`src/rtl/lane_reuse_arbiter.sv`:
```
// lane_reuse_arbiter
//   Feeds the lane reuse demux. Two valid/ready producer streams share one
//   registered data lane. Each source has a one-entry holding register. The
//   sel0x/sel1x lane code is delayed one cycle behind datalane so that it lines
//   up with the demux's registered data path.
//
//   Default arbitration: source 1 has fixed priority. After MaxBurst
//   consecutive source-1 grants with source 2 waiting, source 2 is served once.
//
//   Build option LANE_REUSE_RR_EN: when this macro is defined the arbiter is
//   strict round-robin. Source 1 wins the first contested grant. MaxBurst has
//   no effect in that build.
//
// Parameters:
//   Width     data lane width in bits
//   MaxBurst  source-1 grants allowed in a row while source 2 waits (1..15)
//
// Ports:
//   clk, resetn          clock; synchronous active-low reset
//   in1_data/valid/ready source 1 stream (words go to outlane1)
//   in2_data/valid/ready source 2 stream (words go to outlane2)
//   datalane             registered shared data lane; holds its value when idle
//   sel0x, sel1x         lane code: 01 = outlane1, 10 = outlane2, 00 = none
//   busy                 a holding register is full or a code is in flight

module lane_reuse_arbiter #(
  parameter int Width    = 8,
  parameter int MaxBurst = 4
) (
  input  logic             clk,
  input  logic             resetn,
  input  logic [Width-1:0] in1_data,
  input  logic             in1_valid,
  output logic             in1_ready,
  input  logic [Width-1:0] in2_data,
  input  logic             in2_valid,
  output logic             in2_ready,
  output logic [Width-1:0] datalane,
  output logic             sel0x,
  output logic             sel1x,
  output logic             busy
);

  typedef enum logic [1:0] {
    LANE_NONE = 2'b00,
    LANE_OUT1 = 2'b01,
    LANE_OUT2 = 2'b10
  } lane_t;

  logic             full1, full2;
  logic [Width-1:0] hold1, hold2;
  logic             grant1, grant2;
  lane_t            sel_stage, sel_out, sel_next;
  logic [Width-1:0] lane_q;

`ifdef LANE_REUSE_RR_EN
  // Set when source 2 was granted last. It resets to source 2 so that
  // source 1 wins the first contested cycle.
  logic last2;

  always_comb begin
    grant1 = 1'b0;
    grant2 = 1'b0;
    if (full1 && full2) begin
      grant1 = last2;
      grant2 = ~last2;
    end else begin
      grant1 = full1;
      grant2 = full2;
    end
  end

  always_ff @(posedge clk) begin
    if (!resetn) begin
      last2 <= 1'b1;
    end else if (grant1) begin
      last2 <= 1'b0;
    end else if (grant2) begin
      last2 <= 1'b1;
    end
  end
`else
  localparam logic [3:0] MAX_B = 4'(MaxBurst);

  // Counts source-1 grants made while source 2 waits.
  logic [3:0] starve_cnt;

  always_comb begin
    grant1 = 1'b0;
    grant2 = 1'b0;
    if (full1 && full2) begin
      grant1 = (starve_cnt < MAX_B);
      grant2 = ~grant1;
    end else begin
      grant1 = full1;
      grant2 = full2;
    end
  end

  always_ff @(posedge clk) begin
    if (!resetn) begin
      starve_cnt <= '0;
    end else if (!full2 || grant2) begin
      starve_cnt <= '0;
    end else if (grant1 && (starve_cnt != MAX_B)) begin
      starve_cnt <= starve_cnt + 4'd1;
    end
  end
`endif

  // Grants depend only on registered state, so ready has no path from valid.
  assign in1_ready = ~full1 | grant1;
  assign in2_ready = ~full2 | grant2;

  // A refill on the same edge as a grant wins, so the register stays full.
  always_ff @(posedge clk) begin
    if (!resetn) begin
      full1 <= 1'b0;
      hold1 <= '0;
    end else if (in1_valid && in1_ready) begin
      full1 <= 1'b1;
      hold1 <= in1_data;
    end else if (grant1) begin
      full1 <= 1'b0;
    end
  end

  always_ff @(posedge clk) begin
    if (!resetn) begin
      full2 <= 1'b0;
      hold2 <= '0;
    end else if (in2_valid && in2_ready) begin
      full2 <= 1'b1;
      hold2 <= in2_data;
    end else if (grant2) begin
      full2 <= 1'b0;
    end
  end

  always_comb begin
    sel_next = LANE_NONE;
    if (grant1) begin
      sel_next = LANE_OUT1;
    end else if (grant2) begin
      sel_next = LANE_OUT2;
    end
  end

  // The word moves onto the lane on the grant edge. Its code passes through
  // sel_stage and reaches the pins one edge later.
  always_ff @(posedge clk) begin
    if (!resetn) begin
      lane_q    <= '0;
      sel_stage <= LANE_NONE;
      sel_out   <= LANE_NONE;
    end else begin
      if (grant1) begin
        lane_q <= hold1;
      end else if (grant2) begin
        lane_q <= hold2;
      end
      sel_stage <= sel_next;
      sel_out   <= sel_stage;
    end
  end

  assign datalane = lane_q;
  assign sel0x    = sel_out[0];
  assign sel1x    = sel_out[1];
  assign busy     = full1 | full2 | (sel_stage != LANE_NONE) | (sel_out != LANE_NONE);

  a_one_grant : assert property (@(posedge clk) disable iff (!resetn) !(grant1 && grant2));
  a_no_code3  : assert property (@(posedge clk) disable iff (!resetn) !(sel0x && sel1x));

endmodule
```
`config.mk`:
```
export PLATFORM = sky130hd
export DESIGN_NAME = lane_reuse_arbiter
export DESIGN_NICKNAME = d
export VERILOG_FILES = /design/src/rtl/lane_reuse_arbiter.sv
export SDC_FILE = /design/constraint.sdc
export NUM_CORES = 1
export LEC_CHECK = 0
export ABC_AREA = 1
export CAP_MARGIN = 20
export CELL_PAD_IN_SITES_DETAIL_PLACEMENT = 1
export CELL_PAD_IN_SITES_GLOBAL_PLACEMENT = 2
export CORE_ASPECT_RATIO = 0.5
export CORE_MARGIN = 3
export CORE_UTILIZATION = 29
export CTS_CLUSTER_SIZE = 12
export DETAILED_ROUTE_END_ITERATION = 7
export PLACE_DENSITY = 0.87
export SLEW_MARGIN = 20
export SYNTH_ARGS = -nofsm -noshare
export SYNTH_HDL_FRONTEND = slang
export SYNTH_SLANG_ARGS = --single-unit
```
`constraint.sdc`:
```
create_clock -name clk -period 2.2 [get_ports clk]
set_input_delay 0.66 -clock clk [delete_from_list [all_inputs] [get_ports clk]]
set_output_delay 0.66 -clock clk [all_outputs]
set_load 0.05 [all_outputs]
```
==> flow_metrics.tcl, run 1 <==
set metrics [dict create \
    clock-sinks 34 \
    timing.critical_path.required_ps 1540 \
    post_synthesis_net_count 212 \
    synth.yosys.seq_area_share_pct 48.5 \
    clock.fmax_mhz 479 \
    run_status "complete, no violations" \
    first_global_vias 1191 \
    share_comb_of_total_power_pct 18.3 \
    slew-limit-headroom_pct 50.3 \
    initialDrtViolationCount 38 \
    postCtsResizedCells 0 \
    count_of_boundary_i_o_pins 33 \
    clock_tree.buffer_depth 2 \
    final-hold-violation-count 0 \
    most_used_dff_post_synth "sky130_fd_sc_hd__dfxtp_1" \
    slew_violations 0 \
    clock_tree.htree_level_count 2 \
    synth_edf_count 0 \
    antennaDiodeCount 0 \
    dieArea_um2 5760 \
    clk_pin_slew_ps 70 \
    layout-drive-gt1-share_pct 9.42 \
    seqCellArea_um2 681 \
    fp.dieW_um 104 \
    gr-max-usage-layer "met2" \
    detailroute.via_count 1291 \
    async_reset_ff_share_pct 0 \
    grt_util_met1_pct 16.6 \
    standard_cell_with_the_maximum_stage_delay_on_the_critical_path "sky130_fd_sc_hd__clkdlybuf4s50_1" \
    post_synth_inst_count 190 \
    seq_power_share_pct 48.4 \
    firstDrtPassIters 4 \
    post_cts.repair.setup_buffers 0 \
    timing.rr.start "starve_cnt[2]" \
    ant_nets 0 \
    final_util_pct 41.1 \
    worstHoldEndpoint "sel_out[1]" \
    timing.final.setup_violations 0 \
    period_share_pct 94.9 \
    synth_top_cell_area_share_pct 48.5 \
    synth_cell_type_count 22 \
    vdd_ir_drop_max_mv 0.223 \
    overflow 0 \
    r2r.worst_path.cells 4 \
    min_path_cells 2 \
    power_switching_mw 0.391 \
    start_util_pct 31.0 \
    synth_warnings 0 \
    port_buffers 32 \
    tns_ps 0 \
    final_period_minus_worst_setup_slack_ps 2090 \
    netlist.top_cell.by_area "sky130_fd_sc_hd__dfxtp_1" \
    hold_class "flop to flop" \
    maximum_number_of_pins_on_one_net_before_global_route_repair 21 \
    setup_repair_after_global_routing_missed_its_margin "no" \
    dp_hpwl_mm 2.65 \
    remaining_drc_errors 0 \
    syn_to_final_growth_pct 32.7 \
    met3_usage_pct 4.06 \
    critical_path.reg2reg.endpoint "starve_cnt[1]" \
    critPathArrivalTime_ps 1430 \
    cts_root_buf "sky130_fd_sc_hd__clkbuf_8" \
    ff2ff_setup_slack_ps 710 \
    n_fill_cell 576 \
    slowest_delay_ps 810 \
    antenna_violations_before_repair 0 \
    critPathBufInv 1 \
    gpl.final_weighted_congestion 0.753 \
    critical_path.startpoint_type "flop" \
    worst_path_top_cell_family_by_delay "buffers and inverters" \
    use_met2_pct 20.3 \
    drt-wirelength-per-cell_um 11.9 \
    clock_insertion_delay_worst_skew_ps 280 \
    floorplan.core_area_um2 4530 \
    route.detailed.vias_per_inst 4.47 \
    synth_area_leaders "sky130_fd_sc_hd__dfxtp_1, sky130_fd_sc_hd__nand3_1, sky130_fd_sc_hd__nor2_1" \
    post_synth_most_frequent_cells "sky130_fd_sc_hd__dfxtp_1, sky130_fd_sc_hd__nand3_1, sky130_fd_sc_hd__nor2_1" \
    fin_nets 244 \
    clock_power_share_pct 33.3 \
    grt_first_pass_wirelength_mm 5.57 \
    tightestPinTransition_ps 741 \
    cp_cell_sequence "clkdlybuf4s50_1" \
    cts_tree "done" \
    timing_worst_setup_path_type "flop to output port" \
    rows 17 \
    critPathCaptureType "output port" \
    maximum_net_fanout_on_the_critical_path 2 \
    cts.hold.buffers_added 0 \
    power_density_nw_per_um2 753 \
    multi_input_gate_area_um2 584 \
    synth.ff_latch_count 34 \
    hold_start "sel_stage[1]" \
    die_h_um 55.2 \
    numCtsBuffers 5 \
    power_switching_share_pct 27.9 \
    max-cap-violations 0 \
    syn-mean-instance-area_um2 7.38 \
    leakage_power_total_nw 0.827 \
    synthesized_area_um2 1400 \
    gr-usage-all-layers_pct 12.7 \
    p_int_mw 1.01 \
    finClkSkew_ps 4.26 \
    routed_wirelength_mm 3.45 \
]
area by class of cell:
class                           instances  area share [%]
Clock inverter                          1           0.269
Timing Repair Buffer                   34            18.3
Sequential cell                        34            36.6
Clock buffer                            7            4.64
Multi-Input combinational cell        125            31.4
Tap cell                               66            4.44
Inverter                               22            4.44
power groups by stage:
| stage | clock (mW) | sequential, mW | combinational, mW |
|---|---|---|---|
| finish | 0.466 | 0.678 | 0.257 |
| global route | 0.517 | 0.683 | 0.283 |
| CTS | 0.489 | 0.678 | 0.260 |
| detailed placement | 0 | 0.692 | 0.259 |
| global placement | 0 | 0.691 | 0.256 |
| floorplan | 0 | 0.735 | 0.114 |
tightest hold or removal path, stage by stage (launching register included):
cell and delay, ps:
sky130_fd_sc_hd__dfxtp_1 310, sky130_fd_sc_hd__nand2_1 50, sky130_fd_sc_hd__inv_1 30
flip-flops by register name (all words and copies together) (netlist names):
register / flops
full1: 1
hold1: 8
starve_cnt: 4
sel_stage: 2
full2: 1
hold2: 8
datalane: 8
sel_out: 2
how the worst max path moves through the flow:
stage,from,endpoint,cells after the start
5_1_grt,datalane[3],datalane[3],1
2_1_floorplan,sel_out[1],busy,2
4_1_cts,datalane[3],datalane[3],1
3_5_place_dp,resetn,datalane[3],5
3_3_place_gp,resetn,datalane[1],5
6_report,datalane[5],datalane[5],1
cells by family (layout without fill, tap and decap cells):
logic type               count (synthesis)  in the layout  synth area share [%]
AO/OA/AOI/OAI                           24             24                  8.92
adder cells (fa/ha/maj)                  2              2                  1.78
buffers and inverters                   31             64                  9.81
flip-flops                              34             34                  48.5
other                                    1              1                 0.267
AND/OR/NAND/NOR                         98             98                  30.7
per-stage QoR:
stage | total power, mW | worst slack [ps] | instances | hold slack, ps | instance area (µm²)
2_1_floorplan | 0.848 | 476 | 190 | 407 | 1400
3_3_place_gp | 0.946 | 298 | 281 | 417 | 1770
3_5_place_dp | 0.951 | 259 | 281 | 422 | 1770
4_1_cts | 1.43 | 89.6 | 289 | 433 | 1860
5_1_grt | 1.48 | 56.7 | 289 | 468 | 1860
6_report | 1.40 | 113 | 289 | 430 | 1860
cell usage in the layout (no fill, tap or decap):
cell,synthesis,routed
sky130_fd_sc_hd__dfxtp_1,34,34
sky130_fd_sc_hd__clkbuf_8,0,6
sky130_fd_sc_hd__nand2_1,23,23
sky130_fd_sc_hd__conb_1,1,1
sky130_fd_sc_hd__clkinv_2,0,1
sky130_fd_sc_hd__o21ai_0,8,8
sky130_fd_sc_hd__nand4_1,2,2
sky130_fd_sc_hd__o21ai_1,1,1
sky130_fd_sc_hd__nor2_2,1,1
sky130_fd_sc_hd__clkdlybuf4s50_1,0,29
sky130_fd_sc_hd__inv_2,4,4
sky130_fd_sc_hd__nor2_1,33,33
sky130_fd_sc_hd__nand3_1,34,34
sky130_fd_sc_hd__a211oi_1,1,1
sky130_fd_sc_hd__buf_4,1,4
sky130_fd_sc_hd__buf_12,0,1
sky130_fd_sc_hd__o21bai_1,1,1
sky130_fd_sc_hd__a21oi_1,13,13
sky130_fd_sc_hd__ha_1,2,2
sky130_fd_sc_hd__clkbuf_1,3,1
sky130_fd_sc_hd__nor4_1,1,1
sky130_fd_sc_hd__nand2_2,4,4
sky130_fd_sc_hd__inv_1,18,18
routing by layer:
layer | wire length [µm] | vias to the layer above
met5 | 0 | -
met4 | 42 | 0
met3 | 137 | 5
met2 | 1560 | 18
met1 | 1720 | 594
li1 | - | 674
Note: power is estimated with default switching activity, not from simulation.
==> inputs of run 2 (changes only) <==
ABC_AREA = 0   (was 1)
CORE_UTILIZATION = 31   (was 29)
PLACE_DENSITY = 0.86   (was 0.87)
==> flow_metrics.tcl, run 2 <==
set metrics [dict create \
    grt_first_pass_wirelength_mm 4.93 \
    count_of_boundary_i_o_pins 33 \
    clock.fmax_mhz 475 \
    clock_insertion_delay_worst_skew_ps 290 \
    synth_edf_count 0 \
    tns_ps 0 \
    finClkSkew_ps 6.23 \
    hold_ws_ps 460 \
    synthMuxAreaShare_pct 13.5 \
    place.detailed.instances 220 \
    power_mw 1.47 \
    numCtsBuffers 5 \
    routed_wirelength_mm 3.09 \
    firstDrtPassIters 4 \
    synth_cell_type_count 25 \
    clock-sinks 34 \
    maximum_net_fanout_on_the_critical_path 2 \
    post_synth_inst_count 138 \
    clk_pin_slew_ps 70 \
    post_synthesis_net_count 160 \
    slew-limit-headroom_pct 66.6 \
    synth_area_leaders "sky130_fd_sc_hd__dfxtp_1, sky130_fd_sc_hd__mux2i_1, sky130_fd_sc_hd__nand2_1" \
    synth.yosys.seq_area_share_pct 50.5 \
    synthesized_area_um2 1350 \
    async_reset_ff_share_pct 0 \
    slew_violations 0 \
    critPathArrivalTime_ps 1440 \
    tightestPinTransition_ps 499 \
    overflow 0 \
    clock_tree.buffer_depth 2 \
    setup_slack_at_placement_ps 366 \
    die_h_um 52.6 \
    final-hold-violation-count 0 \
    gr-usage-all-layers_pct 12.5 \
    fp.dieW_um 99.3 \
    r2r.worst_path.cells 4 \
    final_util_pct 46.1 \
    dp_hpwl_mm 2.19 \
    post_cts.repair.setup_buffers 0 \
    first_global_vias 1053 \
    run_status "complete, no violations" \
    critPathBufInv 1 \
    dominant_combinational_cell_family_by_area_after_synthesis "simple AND/OR/NAND/NOR gates" \
    cts_root_buf "sky130_fd_sc_hd__clkbuf_8" \
    start_util_pct 33.4 \
    min_path_cells 1 \
    synth_compound_area_share_pct 12.4 \
    power_density_nw_per_um2 789 \
    setup_repair_after_global_routing_missed_its_margin "no" \
    vdd_ir_drop_max_mv 0.247 \
    timing_worst_setup_path_type "flop to output port" \
    final_period_minus_worst_setup_slack_ps 2100 \
    max-cap-violations 0 \
    hold_class "flop to flop" \
    drt-wirelength-per-cell_um 13.6 \
    post_synth_most_frequent_cells "sky130_fd_sc_hd__dfxtp_1, sky130_fd_sc_hd__nand2_1, sky130_fd_sc_hd__mux2i_1" \
    timing.final.setup_violations 0 \
    syn_to_final_growth_pct 38.3 \
    port_buffers 32 \
    post_synth_xor_area_fraction_pct 0 \
    antennaDiodeCount 0 \
    antenna_violations_before_repair 0 \
    worstSetupPathDepth 1 \
    postCtsResizedCells 0 \
    syn-mean-instance-area_um2 9.77 \
    cts_tree "done" \
    leading_cell_types_in_the_layout_fill_and_taps_excluded "sky130_fd_sc_hd__nand2_1, sky130_fd_sc_hd__dfxtp_1, sky130_fd_sc_hd__clkdlybuf4s50_1" \
    dieArea_um2 5230 \
    synth_warnings 0 \
    clock_tree.htree_level_count 2 \
    cts.hold.buffers_added 0 \
    maximum_number_of_pins_on_one_net_before_global_route_repair 46 \
    remaining_drc_errors 0 \
    ant_nets 0 \
    instance_area_after_placement_um2 1750 \
    period_share_pct 95.6 \
    synth.ff_latch_count 34 \
    synth_top_cell_area_share_pct 50.5 \
    slowest_delay_ps 810 \
    fin_nets 195 \
    netlist.top_cell.by_area "sky130_fd_sc_hd__dfxtp_1" \
    post-route-cell-area_um2 1870 \
    initialDrtViolationCount 20 \
    rows 16 \
    synthAdderAreaFrac_pct 1.86 \
    route.detailed.vias_per_inst 4.71 \
    final_cell_count_no_fill 228 \
    standard_cell_with_the_maximum_stage_delay_on_the_critical_path "sky130_fd_sc_hd__clkdlybuf4s50_1" \
    most_used_dff_post_synth "sky130_fd_sc_hd__dfxtp_1" \
    worst_path_top_cell_family_by_delay "buffers and inverters" \
    layout-drive-gt1-share_pct 16.1 \
    synth-simple-area-share_pct 17.1 \
    timing.critical_path.required_ps 1540 \
    critical_path.startpoint_type "flop" \
    post_layout_worst_setup_margin_ps 96.1 \
    cp_cell_sequence "clkdlybuf4s50_1" \
    critPathCaptureType "output port" \
    gpl.final_weighted_congestion 0.721 \
    detailroute.via_count 1074 \
    leakage_power_total_nw 0.788 \
    floorplan.core_area_um2 4040 \
]
==> run 2: cell types whose count changed in the layout (fill, tap and decap cells not counted), moves of 4 or more <==
| cell | previous run | this run |
|---|---|---|
| sky130_fd_sc_hd__o21ai_0 | 8 | 1 |
| sky130_fd_sc_hd__nor2_1 | 33 | 5 |
| sky130_fd_sc_hd__inv_2 | 4 | 0 |
| sky130_fd_sc_hd__mux2i_1 | 0 | 16 |
| sky130_fd_sc_hd__nand3_1 | 34 | 0 |
| sky130_fd_sc_hd__a21oi_1 | 13 | 1 |
| sky130_fd_sc_hd__nand2_1 | 23 | 34 |
| sky130_fd_sc_hd__inv_1 | 18 | 5 |
| sky130_fd_sc_hd__o221a_2 | 0 | 6 |
| sky130_fd_sc_hd__o21a_1 | 0 | 8 |
==> run 2: report_power, final <==
group	internal, mW	leakage [nW]	switching, mW
registers	0.653	0.280	0.0246
logic	0.109	0.450	0.124
clock network	0.333	0.0579	0.228
total	1.10	0.788	0.376
==> run 2: worst register-to-register path, stage by stage (launching register included) <==
cell and delay [ps]:
sky130_fd_sc_hd__dfxtp_1 340, sky130_fd_sc_hd__o211ai_1 380, sky130_fd_sc_hd__and2_1 190, sky130_fd_sc_hd__buf_4 200
sky130_fd_sc_hd__mux2i_1 220
==> run 2: layout make-up <==
class | count | area (µm²)
Sequential cell | 34 | 681
Inverter | 5 | 18.8
Clock inverter | 3 | 40.0
Tap cell | 54 | 67.6
Multi-Input combinational cell | 91 | 612
Timing Repair Buffer | 36 | 378
Fill cell | 457 | 2180
Clock buffer | 5 | 68.8
==> run 2: cells by family (layout without fill, tap and decap cells) <==
| logic type | count (synthesis) | count (layout) |
|---|---|---|
| AND/OR/NAND/NOR | 51 | 51 |
| flip-flops | 34 | 34 |
| AO/OA/AOI/OAI | 19 | 19 |
| multiplexers | 18 | 18 |
| buffers and inverters | 13 | 49 |
| adder cells (fa/ha/maj) | 2 | 2 |
| other | 1 | 1 |
==> run 2: final timing paths <==
| kind | slack [ps] | start | to |
|---|---|---|---|
| setup / recovery | 100 | datalane[6] | datalane[6] |
| hold / removal | 460 | sel_stage[1] | sel_out[1] |
| setup reg to reg | 810 | starve_cnt[2] | hold1[0] |
| hold reg to reg | 460 | sel_stage[1] | sel_out[1] |
==> run 2: metal layers <==
metal  vias to the layer above  routed length [µm]  track usage (%)
met4                         0                  36             4.76
li1                        534                   -                -
met2                        22                1420             20.4
met3                         7                 140             4.25
met5                         -                   0                0
met1                       511                1500             15.3
